[src/rtl/axi4lite_master.sv]
// AXI4-Lite initiator: turns single-beat valid/ready commands into AXI4-Lite write or read
// transactions, one at a time, and returns the result with a hang-detection timeout.
module axi4lite_master #(
  parameter int ADDR_WIDTH     = 9,
  parameter int DATA_WIDTH     = 32,
  parameter int TIMEOUT_CYCLES = 256
) (
  input  logic                    m_axi_aclk,
  input  logic                    m_axi_areset,
  input  logic                    cmd_valid,
  output logic                    cmd_ready,
  input  logic                    cmd_write,
  input  logic [ADDR_WIDTH-1:0]   cmd_addr,
  input  logic [DATA_WIDTH-1:0]   cmd_wdata,
  input  logic [DATA_WIDTH/8-1:0] cmd_wstrb,
  output logic                    rsp_valid,
  input  logic                    rsp_ready,
  output logic                    rsp_write,
  output logic [DATA_WIDTH-1:0]   rsp_rdata,
  output logic [1:0]              rsp_resp,
  output logic                    rsp_timeout,
  output logic [ADDR_WIDTH-1:0]   m_axi_awaddr,
  output logic                    m_axi_awvalid,
  input  logic                    m_axi_awready,
  output logic [DATA_WIDTH-1:0]   m_axi_wdata,
  output logic [DATA_WIDTH/8-1:0] m_axi_wstrb,
  output logic                    m_axi_wvalid,
  input  logic                    m_axi_wready,
  input  logic [1:0]              m_axi_bresp,
  input  logic                    m_axi_bvalid,
  output logic                    m_axi_bready,
  output logic [ADDR_WIDTH-1:0]   m_axi_araddr,
  output logic                    m_axi_arvalid,
  input  logic                    m_axi_arready,
  input  logic [DATA_WIDTH-1:0]   m_axi_rdata,
  input  logic [1:0]              m_axi_rresp,
  input  logic                    m_axi_rvalid,
  output logic                    m_axi_rready
);

  localparam int STRB_WIDTH = DATA_WIDTH / 8;
  localparam int CNT_WIDTH  = (TIMEOUT_CYCLES > 1) ? $clog2(TIMEOUT_CYCLES) : 1;
  localparam logic [CNT_WIDTH-1:0] CNT_LAST = CNT_WIDTH'(TIMEOUT_CYCLES - 1);
  localparam logic [CNT_WIDTH-1:0] CNT_ONE  = CNT_WIDTH'(1);
  localparam logic [CNT_WIDTH-1:0] CNT_ZERO = {CNT_WIDTH{1'b0}};
  localparam logic TIMEOUT_EN = (TIMEOUT_CYCLES != 0);

  typedef enum logic [2:0] {
    IDLE    = 3'd0,
    WR_AW_W = 3'd1,
    WR_B    = 3'd2,
    RD_AR   = 3'd3,
    RD_R    = 3'd4,
    RSP     = 3'd5
  } state_t;

  state_t                  state_r, state_s;
  logic [CNT_WIDTH-1:0]    cnt_r, cnt_s;
  logic                    cmd_ready_r, cmd_ready_s;
  logic                    awvalid_r, awvalid_s;
  logic                    wvalid_r, wvalid_s;
  logic                    bready_r, bready_s;
  logic                    arvalid_r, arvalid_s;
  logic                    rready_r, rready_s;
  logic                    rsp_valid_r, rsp_valid_s;
  logic                    rsp_write_r, rsp_write_s;
  logic [DATA_WIDTH-1:0]   rsp_rdata_r, rsp_rdata_s;
  logic [1:0]              rsp_resp_r, rsp_resp_s;
  logic                    rsp_timeout_r, rsp_timeout_s;
  logic [ADDR_WIDTH-1:0]   addr_r, addr_s;
  logic [DATA_WIDTH-1:0]   wdata_r, wdata_s;
  logic [STRB_WIDTH-1:0]   wstrb_r, wstrb_s;
  logic                    abort_s;

  logic aw_hs_s, w_hs_s, b_hs_s, ar_hs_s, r_hs_s, timeout_hit_s;
  assign aw_hs_s = awvalid_r & m_axi_awready;
  assign w_hs_s  = wvalid_r & m_axi_wready;
  assign b_hs_s  = bready_r & m_axi_bvalid;
  assign ar_hs_s = arvalid_r & m_axi_arready;
  assign r_hs_s  = rready_r & m_axi_rvalid;
  // A handshake on the same edge as the last timeout count still counts as completion.
  assign timeout_hit_s = TIMEOUT_EN && (cnt_r == CNT_LAST);

  // Next-state and next-output logic for the transaction sequencer.
  always_comb begin
    state_s       = state_r;
    cnt_s         = cnt_r;
    cmd_ready_s   = cmd_ready_r;
    awvalid_s     = awvalid_r;
    wvalid_s      = wvalid_r;
    bready_s      = bready_r;
    arvalid_s     = arvalid_r;
    rready_s      = rready_r;
    rsp_valid_s   = rsp_valid_r;
    rsp_write_s   = rsp_write_r;
    rsp_rdata_s   = rsp_rdata_r;
    rsp_resp_s    = rsp_resp_r;
    rsp_timeout_s = rsp_timeout_r;
    addr_s        = addr_r;
    wdata_s       = wdata_r;
    wstrb_s       = wstrb_r;
    abort_s       = 1'b0;
    case (state_r)
      IDLE: begin
        cnt_s = CNT_ZERO;
        if (cmd_valid && cmd_ready_r) begin
          cmd_ready_s = 1'b0;
          addr_s      = cmd_addr;
          wdata_s     = cmd_wdata;
          wstrb_s     = cmd_wstrb;
          rsp_write_s = cmd_write;
          if (cmd_write) begin
            state_s   = WR_AW_W;
            awvalid_s = 1'b1;
            wvalid_s  = 1'b1;
          end else begin
            state_s   = RD_AR;
            arvalid_s = 1'b1;
          end
        end else begin
          cmd_ready_s = 1'b1;
        end
      end
      WR_AW_W: begin
        awvalid_s = awvalid_r & ~aw_hs_s;
        wvalid_s  = wvalid_r & ~w_hs_s;
        if (!awvalid_s && !wvalid_s) begin
          state_s  = WR_B;
          bready_s = 1'b1;
          cnt_s    = CNT_ZERO;
        end else if (timeout_hit_s) begin
          abort_s = 1'b1;
        end else if (aw_hs_s || w_hs_s) begin
          cnt_s = CNT_ZERO;
        end else begin
          cnt_s = cnt_r + CNT_ONE;
        end
      end
      WR_B: begin
        if (b_hs_s) begin
          state_s       = RSP;
          bready_s      = 1'b0;
          rsp_valid_s   = 1'b1;
          rsp_resp_s    = m_axi_bresp;
          rsp_rdata_s   = {DATA_WIDTH{1'b0}};
          rsp_timeout_s = 1'b0;
          cnt_s         = CNT_ZERO;
        end else if (timeout_hit_s) begin
          abort_s = 1'b1;
        end else begin
          cnt_s = cnt_r + CNT_ONE;
        end
      end
      RD_AR: begin
        if (ar_hs_s) begin
          state_s   = RD_R;
          arvalid_s = 1'b0;
          rready_s  = 1'b1;
          cnt_s     = CNT_ZERO;
        end else if (timeout_hit_s) begin
          abort_s = 1'b1;
        end else begin
          cnt_s = cnt_r + CNT_ONE;
        end
      end
      RD_R: begin
        if (r_hs_s) begin
          state_s       = RSP;
          rready_s      = 1'b0;
          rsp_valid_s   = 1'b1;
          rsp_resp_s    = m_axi_rresp;
          rsp_rdata_s   = m_axi_rdata;
          rsp_timeout_s = 1'b0;
          cnt_s         = CNT_ZERO;
        end else if (timeout_hit_s) begin
          abort_s = 1'b1;
        end else begin
          cnt_s = cnt_r + CNT_ONE;
        end
      end
      RSP: begin
        cnt_s = CNT_ZERO;
        if (rsp_valid_r && rsp_ready) begin
          state_s     = IDLE;
          rsp_valid_s = 1'b0;
          cmd_ready_s = 1'b1;
        end else begin
          rsp_valid_s = 1'b1;
        end
      end
      default: begin
        state_s     = IDLE;
        cnt_s       = CNT_ZERO;
        cmd_ready_s = 1'b0;
        awvalid_s   = 1'b0;
        wvalid_s    = 1'b0;
        bready_s    = 1'b0;
        arvalid_s   = 1'b0;
        rready_s    = 1'b0;
        rsp_valid_s = 1'b0;
      end
    endcase
    // Abandon the hung transaction: drop every AXI valid/ready and report a synthetic SLVERR.
    if (abort_s) begin
      state_s       = RSP;
      cnt_s         = CNT_ZERO;
      awvalid_s     = 1'b0;
      wvalid_s      = 1'b0;
      bready_s      = 1'b0;
      arvalid_s     = 1'b0;
      rready_s      = 1'b0;
      rsp_valid_s   = 1'b1;
      rsp_resp_s    = 2'b10;
      rsp_timeout_s = 1'b1;
      rsp_rdata_s   = {DATA_WIDTH{1'b0}};
    end else begin
      rsp_timeout_s = rsp_timeout_s;
    end
  end

  // FSM state register.
  always_ff @(posedge m_axi_aclk or posedge m_axi_areset) begin
    if (m_axi_areset) begin
      state_r <= IDLE;
    end else begin
      state_r <= state_s;
    end
  end

  // Timeout counter and all registered outputs.
  always_ff @(posedge m_axi_aclk or posedge m_axi_areset) begin
    if (m_axi_areset) begin
      cnt_r         <= CNT_ZERO;
      cmd_ready_r   <= 1'b0;
      awvalid_r     <= 1'b0;
      wvalid_r      <= 1'b0;
      bready_r      <= 1'b0;
      arvalid_r     <= 1'b0;
      rready_r      <= 1'b0;
      rsp_valid_r   <= 1'b0;
      rsp_write_r   <= 1'b0;
      rsp_rdata_r   <= {DATA_WIDTH{1'b0}};
      rsp_resp_r    <= 2'b00;
      rsp_timeout_r <= 1'b0;
      addr_r        <= {ADDR_WIDTH{1'b0}};
      wdata_r       <= {DATA_WIDTH{1'b0}};
      wstrb_r       <= {STRB_WIDTH{1'b0}};
    end else begin
      cnt_r         <= cnt_s;
      cmd_ready_r   <= cmd_ready_s;
      awvalid_r     <= awvalid_s;
      wvalid_r      <= wvalid_s;
      bready_r      <= bready_s;
      arvalid_r     <= arvalid_s;
      rready_r      <= rready_s;
      rsp_valid_r   <= rsp_valid_s;
      rsp_write_r   <= rsp_write_s;
      rsp_rdata_r   <= rsp_rdata_s;
      rsp_resp_r    <= rsp_resp_s;
      rsp_timeout_r <= rsp_timeout_s;
      addr_r        <= addr_s;
      wdata_r       <= wdata_s;
      wstrb_r       <= wstrb_s;
    end
  end

  assign cmd_ready     = cmd_ready_r;
  assign rsp_valid     = rsp_valid_r;
  assign rsp_write     = rsp_write_r;
  assign rsp_rdata     = rsp_rdata_r;
  assign rsp_resp      = rsp_resp_r;
  assign rsp_timeout   = rsp_timeout_r;
  assign m_axi_awaddr  = addr_r;
  assign m_axi_awvalid = awvalid_r;
  assign m_axi_wdata   = wdata_r;
  assign m_axi_wstrb   = wstrb_r;
  assign m_axi_wvalid  = wvalid_r;
  assign m_axi_bready  = bready_r;
  assign m_axi_araddr  = addr_r;
  assign m_axi_arvalid = arvalid_r;
  assign m_axi_rready  = rready_r;

endmodule

[config.mk]
export PLATFORM = sky130hd
export DESIGN_NAME = axi4lite_master
export DESIGN_NICKNAME = d
export VERILOG_FILES = /design/src/rtl/axi4lite_master.sv
export SDC_FILE = /design/constraint.sdc
export NUM_CORES = 1
export LEC_CHECK = 0
export ABC_AREA = 1
export CELL_PAD_IN_SITES_DETAIL_PLACEMENT = 1
export CELL_PAD_IN_SITES_GLOBAL_PLACEMENT = 1
export CORE_MARGIN = 10
export CORE_UTILIZATION = 32
export DETAILED_ROUTE_END_ITERATION = 7
export GPL_ROUTABILITY_DRIVEN = 0
export HOLD_SLACK_MARGIN = 0.15
export PLACE_DENSITY = 0.89
export SLEW_MARGIN = 0
export SYNTH_ARGS = -nofsm -noshare
export SYNTH_HDL_FRONTEND = slang
export SYNTH_SLANG_ARGS = --single-unit
[constraint.sdc]
create_clock -name m_axi_aclk -period 5.01 [get_ports m_axi_aclk]
set_input_delay 1.503 -clock m_axi_aclk [delete_from_list [all_inputs] [get_ports m_axi_aclk]]
set_output_delay 1.503 -clock m_axi_aclk [all_outputs]
set_load 0.01 [all_outputs]
==> results of run 1 <==
-- final cells by class --
type	count	area [µm²]	area share (%)
sequential	99	2480	35.6
timing repair buffer	191	1900	27.4
multi-input combinational	313	1830	26.3
clock buffer	11	243	3.49
tap	184	230	3.31
inverter	50	190	2.74
clock inverter	5	82.6	1.19
-- flip-flops by register name, indices dropped and copies added, names as in the netlist --
name and cells:
m_axi_wvalid 1, m_axi_awvalid 1, m_axi_wdata 32, m_axi_arvalid 1
cnt_r 8, m_axi_araddr 9, m_axi_bready 1, cmd_ready 1
m_axi_rready 1, rsp_write 1, rsp_timeout 1, m_axi_wstrb 4
rsp_resp 2, rsp_valid 1, state_r 3, rsp_rdata 32
-- worst register-to-register path: stages, from the launching register on --
cell and delay, ns:
dfrtp_1 0.56, nor2_2 0.26, nand2_1 0.14, nand2_2 0.13
inv_2 0.22, nor2_4 0.77, nand3_1 0.21, nand2_1 0.12
nand2_1 0.05, inv_1 0.08
-- cells in the mapped netlist --
| master | n |
|---|---|
| o31ai_1 | 1 |
| mux2_2 | 37 |
| mux2_4 | 7 |
| a21oi_1 | 14 |
| inv_1 | 46 |
| o211ai_1 | 1 |
| and2_2 | 1 |
| clkinv_1 | 1 |
| dfrtp_1 | 99 |
| buf_2 | 7 |
| mux2_1 | 1 |
| nand2_1 | 110 |
| buf_4 | 10 |
| o21ai_1 | 4 |
| nor2_4 | 3 |
| a31oi_1 | 2 |
| nor3_1 | 1 |
| nand2_2 | 8 |
| o21bai_1 | 1 |
| xor2_1 | 4 |
| nand4_2 | 1 |
| nor2_2 | 3 |
| nand4_1 | 4 |
| nand3b_1 | 1 |
| inv_2 | 3 |
| ha_1 | 3 |
| nor2_1 | 19 |
| nand3_2 | 2 |
| buf_6 | 10 |
| clkbuf_2 | 5 |
| o21ai_0 | 41 |
| xnor2_1 | 2 |
| nand3_1 | 42 |
-- placed cells by master (no fill, tap or decap), types with 2 or more instances in the layout --
master,n
a21oi_1,14
a31oi_1,2
buf_4,4
bufinv_16,2
clkbuf_16,9
clkdlybuf4s50_1,187
dfrtp_1,99
ha_1,3
inv_1,45
inv_2,3
inv_6,2
mux2_2,37
mux2_4,7
nand2_1,110
nand2_2,8
nand3_1,42
nand3_2,2
nand4_1,4
nor2_1,19
nor2_2,3
nor2_4,3
o21ai_0,41
o21ai_1,4
xnor2_1,2
xor2_1,4
-- per-stage QoR --
| stage | hold slack [ns] | worst slack, ns | power (W) |
|---|---|---|---|
| after floorplan | 0.450 | 0.917 | 0.00259 |
| after global placement | 0.468 | 1.25 | 0.00358 |
| after detailed placement | 0.482 | 1.18 | 0.00370 |
| after CTS | 0.494 | 1.54 | 0.00451 |
| after global routing | 0.523 | 1.29 | 0.00475 |
| final | 0.492 | 1.58 | 0.00443 |
-- metal layers --
metal	global-route usage [%]	wire length, µm	vias to the layer above
li1	-	-	1930
met1	17.1	6120	2120
met2	28.5	8560	124
met3	5.41	1090	20
met4	5.11	310	0
met5	0	0	-
-- power by group through the flow --
stage	sequential [W]	clock, W	combinational, W
floorplan	0.00154	0	0.00105
global placement	0.00140	0	0.00218
detailed placement	0.00144	0	0.00226
CTS	0.00143	0.000794	0.00228
global route	0.00147	0.000823	0.00245
finish	0.00142	0.000769	0.00224
-- final timing paths --
| check | to |
|---|---|
| hold reg to reg | cnt_r[0]$_DFFE_PP0P_ |
| setup reg to reg | rsp_rdata[20]$_DFFE_PP0P_ |
| setup / recovery | state_r[0]$_DFFE_PP0P_ |
| hold / removal | cnt_r[0]$_DFFE_PP0P_ |
| min in group asynchronous | m_axi_wdata[0]$_DFFE_PP0P_ |
| max in group asynchronous | rsp_rdata[18]$_DFFE_PP0P_ |
-- kinds of logic after synthesis --
family,Yosys count
AO/OA/AOI/OAI,64
XOR/XNOR,6
adder cells (fa/ha/maj),3
buffers and inverters,82
flip-flops,99
multiplexers,45
AND/OR/NAND/NOR,195
==> impl_metrics.toml, run 1 <==
[finish]
num_antenna_cells = 0
area_growth_pct = 46.7
nets = 758
fin_cells = 853
fin_util_pct = 47.8
n_fill_cell = 1654
finalInstanceArea_um2 = 6950
drive_above_1_share_pct = 12.7

[global_routing]
antenna_found_initial = 0
grt_max_degree = 41
grt_pass1_vias = 4646
grt-ovfl-total = 0
grt_first_pass_wirelength_mm = 25.6
grt_usage_pct = 15.9

[job]
maxCapViolCount = 0

[clocking]
clk_path_buf_depth = 2
postCtsSetupBuffers = 0
cts_tree = "done"
cts-root-buf = "clkbuf_16"
cts-htree-levels = 3
clock-sinks = 99
cts_buffers = 9
cts_hold_buf = 0
clkTransAtPathRegs_ns = 0.07
clkLatencyLatePin_ns = 0.36
cts-resized-gates = 0

[yosys]
synth_adder_area_share_pct = 0.792
synthTopCellsByArea = "dfrtp_1, mux2_2, nand2_1"
syn-cell-area_um2 = 4740
synth-seq-cells = 99
synth_simple_gate_area_share_pct = 18.4
synth_mux_area_share_pct = 11.2
synth_top_area_share_pct = 52.3
synth_top_area_cell = "dfrtp_1"
yosys.area_share.xor_xnor_pct = 1.11
synthDistinctLibCells = 33
synth_nets = 588
synth.yosys.warnings = 0
ys_seq_area_share_pct = 52.3
synthCells = 494
synth-compound-area-share_pct = 6.97
synth_top_family_by_area = "simple AND/OR/NAND/NOR gates"
synth.avg_cell_area_um2 = 9.60

[timing]
fin_tns_setup_ns = 0
relSlewSlack_pct = 28.6
hold_viol = 0
period_minus_slack_ns = 3.43
setup_viol = 0
max_freq_mhz = 291
rsz0062_at_grt = "false"
clock-skew-final_ns = 0.0114
worstMarginPinSlew_ns = 1.06
slew_viol_final = 0
fin_crit_sh_pct = 68.6

[die]
start_util_pct = 32.6
ios = 188
die_h_um = 142
dieWidth_um = 142
rows = 44
core_um2 = 14500
dieArea_um2 = 20100

[placement]
dp_hpwl_mm = 12.2
dpl-instance-area_um2 = 6630
numPortBuffers = 187
dpl.cell_count = 837

[critical_path]
crit_required_ns = 5.26
r2r_slack_ns = 2.41
start_kind = "input port"
cp_num_buf_inv = 3
max_stage_delay_ns = 0.65
reg2reg_from = "state_r[2]$_DFFE_PP0P_"
r2r_cells = 9
path_class = "input port to register"
cp.depth = 10
arrival_ns = 3.68
critical_path_peak_fanout = 40
crit_family = "simple AND/OR/NAND/NOR gates"
end_kind = "register"
critPathLaunch = "m_axi_wready"
cp_cell_sequence = "clkdlybuf4s50_1 > inv_1 > nand2_1 > nand2_1 > nand2_1 > nand4_2 > nand2_2 > inv_2 > o21ai_0 > nand2_1"
cpMostUsedCell = "nand2_1"
crit_path_top_delay_cell = "nand2_2"

[power]
switching_share_pct = 37.6
p_comb_share_pct = 50.5
p_int_w = 0.00276
p_leak_nw = 3.34
p_per_area_nw_per_um2 = 637
seq_power_share_pct = 32.1
vdd_drop_max_mv = 0.265
power.share.clock_pct = 17.4
power.switching_w = 0.00167

[route]
via_count = 4194
antenna_left = 0
drt_pass1_iterations = 4
drt_wl_total_mm = 16.1
drt_iter0_drc = 168
vias_per_cell = 4.92
wl_per_cell_um = 18.9
drc = 0

[status]
outcome = "finished, final reports clean"

[hold_path]
hold_class = "register to register"
worstHoldStart = "cnt_r[0]$_DFFE_PP0P_"
whs_path_depth = 1
Power figures use the tool's default switching activity.
==> run 2: changes to the inputs <==
--- a/config.mk
+++ b/config.mk
@@ -9,11 +9,11 @@
 export CELL_PAD_IN_SITES_DETAIL_PLACEMENT = 1
 export CELL_PAD_IN_SITES_GLOBAL_PLACEMENT = 1
 export CORE_MARGIN = 10
-export CORE_UTILIZATION = 32
+export CORE_UTILIZATION = 29
 export DETAILED_ROUTE_END_ITERATION = 7
 export GPL_ROUTABILITY_DRIVEN = 0
 export HOLD_SLACK_MARGIN = 0.15
-export PLACE_DENSITY = 0.89
+export PLACE_DENSITY = 0.86
 export SLEW_MARGIN = 0
 export SYNTH_ARGS = -nofsm -noshare
 export SYNTH_HDL_FRONTEND = slang
==> constraint.sdc (replaced) <==
create_clock -name m_axi_aclk -period 3 [get_ports m_axi_aclk]
set_input_delay 0.9 -clock m_axi_aclk [delete_from_list [all_inputs] [get_ports m_axi_aclk]]
set_output_delay 0.9 -clock m_axi_aclk [all_outputs]
set_load 0.01 [all_outputs]
==> impl_metrics.toml, run 2 (synthesis results as in run 1) <==
[power]
p_comb_share_pct = 51.9
p_int_w = 0.00457
vdd_drop_max_mv = 0.395
power.share.clock_pct = 16.2
seq_power_share_pct = 31.9
switching_share_pct = 37.6
power.switching_w = 0.00276
p_per_area_nw_per_um2 = 1040
p_leak_nw = 3.36

[timing]
slew_viol_final = 0
clock-skew-final_ns = 0.00669
period_minus_slack_ns = 2.36
timing.final.ws_setup_ns = 0.639
setup_viol = 0
rsz0062_at_grt = "false"
hold_viol = 0
relSlewSlack_pct = 67.0
fin_crit_sh_pct = 78.7
fin_tns_setup_ns = 0
worstMarginPinSlew_ns = 0.495
max_freq_mhz = 424

[finish]
drive_above_1_share_pct = 13.5
nets = 765
finalInstanceArea_um2 = 7060
num_antenna_cells = 0
final_common_cell = "clkdlybuf4s50_1"
fin_util_pct = 44.3
area_growth_pct = 49.0
layout_common_cells = "clkdlybuf4s50_1, nand2_1, dfrtp_1"

[clocking]
cts-root-buf = "clkbuf_16"
cts_buffers = 9
clkTransAtPathRegs_ns = 0.07
cts_tree = "done"
postCtsSetupBuffers = 0
cts_hold_buf = 0
clkLatencyLatePin_ns = 0.35
clk_path_buf_depth = 2
clock-sinks = 99
cts-htree-levels = 3
cts-resized-gates = 0

[route]
via_count = 4043
antenna_left = 0
drt_wl_total_mm = 15.7
drc = 0
wl_per_cell_um = 17.7
drt_pass1_iterations = 4
drt_iter0_drc = 148
vias_per_cell = 4.54

[critical_path]
path_class = "input port to register"
crit_required_ns = 3.29
start_kind = "input port"
critical_path_peak_fanout = 31
arrival_ns = 2.65
end_kind = "register"

[die]
dieArea_um2 = 21900
core_um2 = 15900
dieWidth_um = 148
rows = 46
die_h_um = 148
start_util_pct = 29.7
ios = 188

[placement]
dp_hpwl_mm = 12.1
numPortBuffers = 187
place_ws_ns = 0.279
dpl-instance-area_um2 = 6770

[global_routing]
use_met3_pct = 4.09
grt_max_degree = 42
grt-ovfl-total = 0
grt_first_pass_wirelength_mm = 24.6
grt_busiest_layer = "met2"
antenna_found_initial = 0
use_met1_pct = 16.3
grt_pass1_vias = 4473
grt_use_met2_pct = 24.4
grt_usage_pct = 14.1

[job]
maxCapViolCount = 0

[status]
outcome = "finished, final reports clean"

[hold_path]
hold_class = "register to register"
## run 2: worst paths after layout
kind / slack [ns] / startpoint / to / cells past startpoint
max: 0.64 / m_axi_awready / rsp_rdata[6]$_DFFE_PP0P_ / 10
min: 0.49 / cnt_r[0]$_DFFE_PP0P_ / cnt_r[0]$_DFFE_PP0P_ / 1
max reg2reg: 0.98 / state_r[0]$_DFFE_PP0P_ / rsp_resp[0]$_DFFE_PP0P_ / 8
min reg2reg: 0.49 / cnt_r[0]$_DFFE_PP0P_ / cnt_r[0]$_DFFE_PP0P_ / 1
max in group asynchronous: 1.58 / m_axi_areset / m_axi_wdata[25]$_DFFE_PP0P_ / 3
min in group asynchronous: 0.87 / m_axi_areset / m_axi_wdata[7]$_DFFE_PP0P_ / 2
## run 2: power groups by stage
stage,combinational [W],clock (W),sequential (W)
3_3_place_gp,0.00376,0,0.00233
6_report,0.00381,0.00119,0.00234
5_1_grt,0.00417,0.00127,0.00243
3_5_place_dp,0.00387,0,0.00237
2_1_floorplan,0.00175,0,0.00258
4_1_cts,0.00389,0.00123,0.00235
## run 2: metrics by stage
stage	instances	total power, W	hold WS [ns]
after floorplan	494	0.00433	0.450
after global placement	876	0.00609	0.467
after detailed placement	876	0.00624	0.490
after CTS	891	0.00747	0.500
after global routing	891	0.00787	0.523
final	891	0.00734	0.494
## run 2: worst max-delay path, cell delays in order
cell             delay, ns
clkdlybuf4s50_1       0.48
inv_1                 0.04
nand2_1               0.08
nand2_1               0.07
nand2_1               0.16
nand4_2               0.12
nand2_2               0.21
buf_4                 0.37
nand2_1               0.11
inv_1                 0.08
## run 2: cell type report
cell class / count / area, µm²
fillers: 1836 / 8880
clock buffers: 10 / 229
clock inverters: 5 / 62.6
flip-flops and latches: 99 / 2480
multi-input cells: 313 / 1830
repair buffers: 198 / 2000
well taps: 216 / 270
inverters: 50 / 191
## run 2: routing by layer
layer,routed length [µm],vias up
met3,932,15
met5,0,-
li1,-,1939
met1,6560,1982
met2,7990,107
met4,265,0
